**src/rtl/byte_reg_arbiter.sv**
```systemverilog
`default_nettype none
// ============================================================================
// Module   : byte_reg_arbiter
// Purpose  : Two-port round-robin write arbiter owning a 16-bit byte-enabled
//            register; disjoint-lane requests are merged in one cycle.
// Revision : 1.0 - initial release
// ============================================================================
module byte_reg_arbiter (
  input  logic        clk,
  input  logic        reset,
  input  logic        req0_val,
  output logic        req0_rdy,
  input  logic [1:0]  req0_en,
  input  logic [15:0] req0_d,
  input  logic        req1_val,
  output logic        req1_rdy,
  input  logic [1:0]  req1_en,
  input  logic [15:0] req1_d,
  output logic [15:0] q,
  output logic        prio
);

  logic        conflict;
  logic        gnt0;
  logic        gnt1;
  logic        prio_d;
  logic        prio_q;
  logic [15:0] data_d;
  logic [15:0] data_q;

  // A zero-enable request has no overlapping lanes, so it can never conflict.
  always_comb begin
    conflict = req0_val & req1_val & (|(req0_en & req1_en));
    gnt0     = reset & req0_val & (~conflict | ~prio_q);
    gnt1     = reset & req1_val & (~conflict |  prio_q);
    prio_d   = conflict ? ~prio_q : prio_q;
  end

  genvar gi;
  generate
    for (gi = 0; gi < 2; gi++) begin : g_lane
      logic [7:0] lane_d;
      // Both grants never enable the same lane, so the order here is moot.
      always_comb begin
        lane_d = data_q[gi*8 +: 8];
        if (gnt0 && req0_en[gi]) begin
          lane_d = req0_d[gi*8 +: 8];
        end else if (gnt1 && req1_en[gi]) begin
          lane_d = req1_d[gi*8 +: 8];
        end
      end
      assign data_d[gi*8 +: 8] = lane_d;
    end
  endgenerate

  always_ff @(posedge clk or negedge reset) begin
    if (!reset) begin
      data_q <= 16'h0000;
      prio_q <= 1'b0;
    end else begin
      data_q <= data_d;
      prio_q <= prio_d;
    end
  end

  assign req0_rdy = gnt0;
  assign req1_rdy = gnt1;
  assign q        = data_q;
  assign prio     = prio_q;

endmodule
`default_nettype wire

```
**config.mk**
```make
export PLATFORM = sky130hd
export DESIGN_NAME = byte_reg_arbiter
export DESIGN_NICKNAME = d
export VERILOG_FILES = /design/src/rtl/byte_reg_arbiter.sv
export SDC_FILE = /design/constraint.sdc
export NUM_CORES = 1
export LEC_CHECK = 0
export CORE_AREA = 2 2 50 52
export CTS_CLUSTER_SIZE = 30
export DETAILED_ROUTE_END_ITERATION = 6
export DIE_AREA = 0 0 52 54
export DONT_BUFFER_PORTS = 1
export GPL_TIMING_DRIVEN = 0
export PLACE_DENSITY = 0.68
export SLEW_MARGIN = 20
export SYNTH_ARGS = -nofsm -noshare
export SYNTH_HDL_FRONTEND = slang
export SYNTH_SLANG_ARGS = --single-unit
```
**constraint.sdc**
```tcl
create_clock -name clk -period 2 [get_ports clk]
set_input_delay 0.2 -clock clk [delete_from_list [all_inputs] [get_ports clk]]
set_output_delay 0.2 -clock clk [all_outputs]
set_load 0.05 [all_outputs]
```
==> results of run 1 <==
[layout make-up]
class | count | area (um2)
flip-flops and latches | 17 | 427
fillers | 227 | 1250
clock buffers | 3 | 22.5
well taps | 30 | 37.5
repair buffers | 1 | 10.0
multi-input cells | 53 | 557
plain buffers | 1 | 11.3
clock inverters | 1 | 5.00
[what timing repair did]
action	4_1_cts	5_1_grt
hold endpoints to repair	17	0
resized for setup	3	0
hold buffers	1	0
endpoints found under the setup margin	15	0
[through the flow]
step	worst slack [ps]	instance area (um2)	instances	total power, uW	hold slack (ps)
floorplan	99.6	988	71	904	-95.6
global placement	-42.2	1030	101	927	-95.1
detailed placement	-73.9	1030	101	938	-95.1
CTS	95.8	1070	106	1130	154
global route	9.23	1070	106	1170	162
finish	141	1070	106	1110	162
[worst min-delay path, stage by stage]
cell and delay (ps):
nand2_1 70, o21ai_0 80, nand2b_1 70
[worst paths after layout]
| path | startpoint | end | slack (ps) |
|---|---|---|---|
| max in group asynchronous | reset | prio | 1030 |
| min in group asynchronous | reset | q[7] | 440 |
| setup / recovery | prio | q[7] | 140 |
| hold reg to reg | prio | prio | 750 |
| hold / removal | req1_val | prio | 160 |
| setup reg to reg | prio | q[7] | 140 |
[layer usage]
| layer | track usage, % | routed length (um) | up-vias | part of all wire (%) |
|---|---|---|---|---|
| met5 | 0 | 0 | - | 0 |
| met4 | 6.58 | 11 | 0 | 0.64 |
| met3 | 3.33 | 208 | 2 | 12 |
| met2 | 22.8 | 862 | 45 | 50 |
| met1 | 12.5 | 638 | 271 | 37 |
| li1 | - | - | 274 | - |
[cells by family after synthesis]
logic type      after synthesis  share of synthesized area [%]
flops                        17                           43.0
simple gates                 14                           7.22
mux                          32                           39.9
buf+inv                       1                           1.14
compound gates                7                           8.73
[report_power, final]
part,internal [uW],total (uW),switching (uW),leakage [uW]
combinational,107,174,67.2,0.000242
clock,74.1,178,104,0.0000177
sequential,418,760,342,0.000199
total,599,1110,513,0.000459
[flip-flops by register name (all words and copies together), names as in the netlist]
| name | cells |
|---|---|
| prio | 1 |
| q | 16 |
[synth_stat cells]
master / instances / area share, %
and3_2: 1 / 0.76
mux2_4: 9 / 14
a22oi_4: 2 / 4.3
mux2_2: 23 / 26
nand3_2: 1 / 1.0
nor2_1: 3 / 1.1
a22oi_2: 1 / 1.3
nand2b_1: 1 / 0.63
o21bai_1: 1 / 0.76
o21ai_0: 1 / 0.51
dfrtp_1: 17 / 43
nand2_1: 3 / 1.1
o21bai_2: 1 / 1.1
buf_6: 1 / 1.1
nor3_1: 1 / 0.51
nand3_1: 4 / 2.0
o31ai_1: 1 / 0.76
==> metrics.csv, run 1 <==
metric,value,unit
IO Pins,59,
largest net degree at the start of global routing,18,
Vias,592,
status,completed,
WL final,1.72,mm
PwrDens,1040,nW/um2
total die area,2810,um2
"CTS clk-pin slew, worst paths",100,ps
Max-slew headroom,47.0,%
Vias/cell,5.58,
clock root cell,clkbuf_4,
CORE AREA,2320,um2
Layout Nets,117,
Mapped Nets,111,
"Arr. time, crit path",2030,ps
Worst-Margin Slew,792,ps
first-pass GRT wire length,2.44,mm
final worst path period share,92.9,%
final worst path period need,1860,ps
CTS tree,done,
ant diodes,0,
clock sink total,17,
Synth warnings,0,
syn_area_per_cell,13.9,um2
total track usage,12.3,%
Crit path top cell by count,mux2_2,
Setup CP Type,reg -> reg,
fraction of layout cells with a size suffix above 1,60.5,%
grt ovf,0,
crit path launch type,flip-flop,
fmax,538,MHz
Area Overhead vs Synth,8.23,%
number of CTS-inserted buffers,3,
Levels on crit path,4,
Die X,52,um
final setup TNS,0,ps
CP Max Fanout,8,
initial core utilization,42.6,%
max incr delay on CP,560,ps
1st-iter DRT viols,0,
CP cell instances,nand3_1 -> o21bai_2 -> mux2_2 -> mux2_2,
hold path cells,3,
Synth cell types,17,
WP buf/inv,0,
DRT Pass-1 Iters,1,
"commonest non-fill, non-tap cell in the layout",mux2_2,
"Seq/Total Area, Yosys",43.0,%
chip height,54,um
clock buffer depth,2,
R2R cell count,4,
Leak Pwr,0.000459,uW
"flops & latches, synth",17,
worst vdd ir,0.717,mV
"Req. time, crit path",2170,ps
gpl congestion,0.682,
port buffer count,0,
Detailed Place HPWL,1.36,mm
Final Hold Vio Count,0,
Residual DRC,0,
final-report max-slew violation count,0,
Crit path max-delay family,multiplexers,
Clock Skew,2.76,ps
Hold WC Path Type,in -> reg,
vias in the first global route,578,
Syn Inst Count,71,
# rows,18,
wire per inst,16.2,um
most frequent cells in the layout,"23 x mux2_2, 16 x dfrtp_1, 9 x mux2_4",
H-tree lvl count,1,
Final Util,46.1,%
RSZ-0062 raised after global routing,false,
number of max-cap violations,0,
worst skew pair latency,280,ps
Slowest cell on crit path,dfrtp_2,
crit end category,flip-flop,
mapped cell area,988,um2
Final Setup Violations,0,
antenna violations before repair,0,
post-route ant nets,0,
Post-CTS Setup Inserts,0,
Note: power is estimated with default switching activity, not from simulation.
==> inputs of run 2 (changes only) <==
--- a/config.mk
+++ b/config.mk
@@ -10,6 +10,7 @@
 export DETAILED_ROUTE_END_ITERATION = 6
 export DIE_AREA = 0 0 52 54
 export DONT_BUFFER_PORTS = 1
+export GPL_ROUTABILITY_DRIVEN = 1
 export GPL_TIMING_DRIVEN = 0
 export PLACE_DENSITY = 0.68
 export SLEW_MARGIN = 20
==> results of run 2 <==
The final DEF is identical to that of run 1; final timing and power are the same.
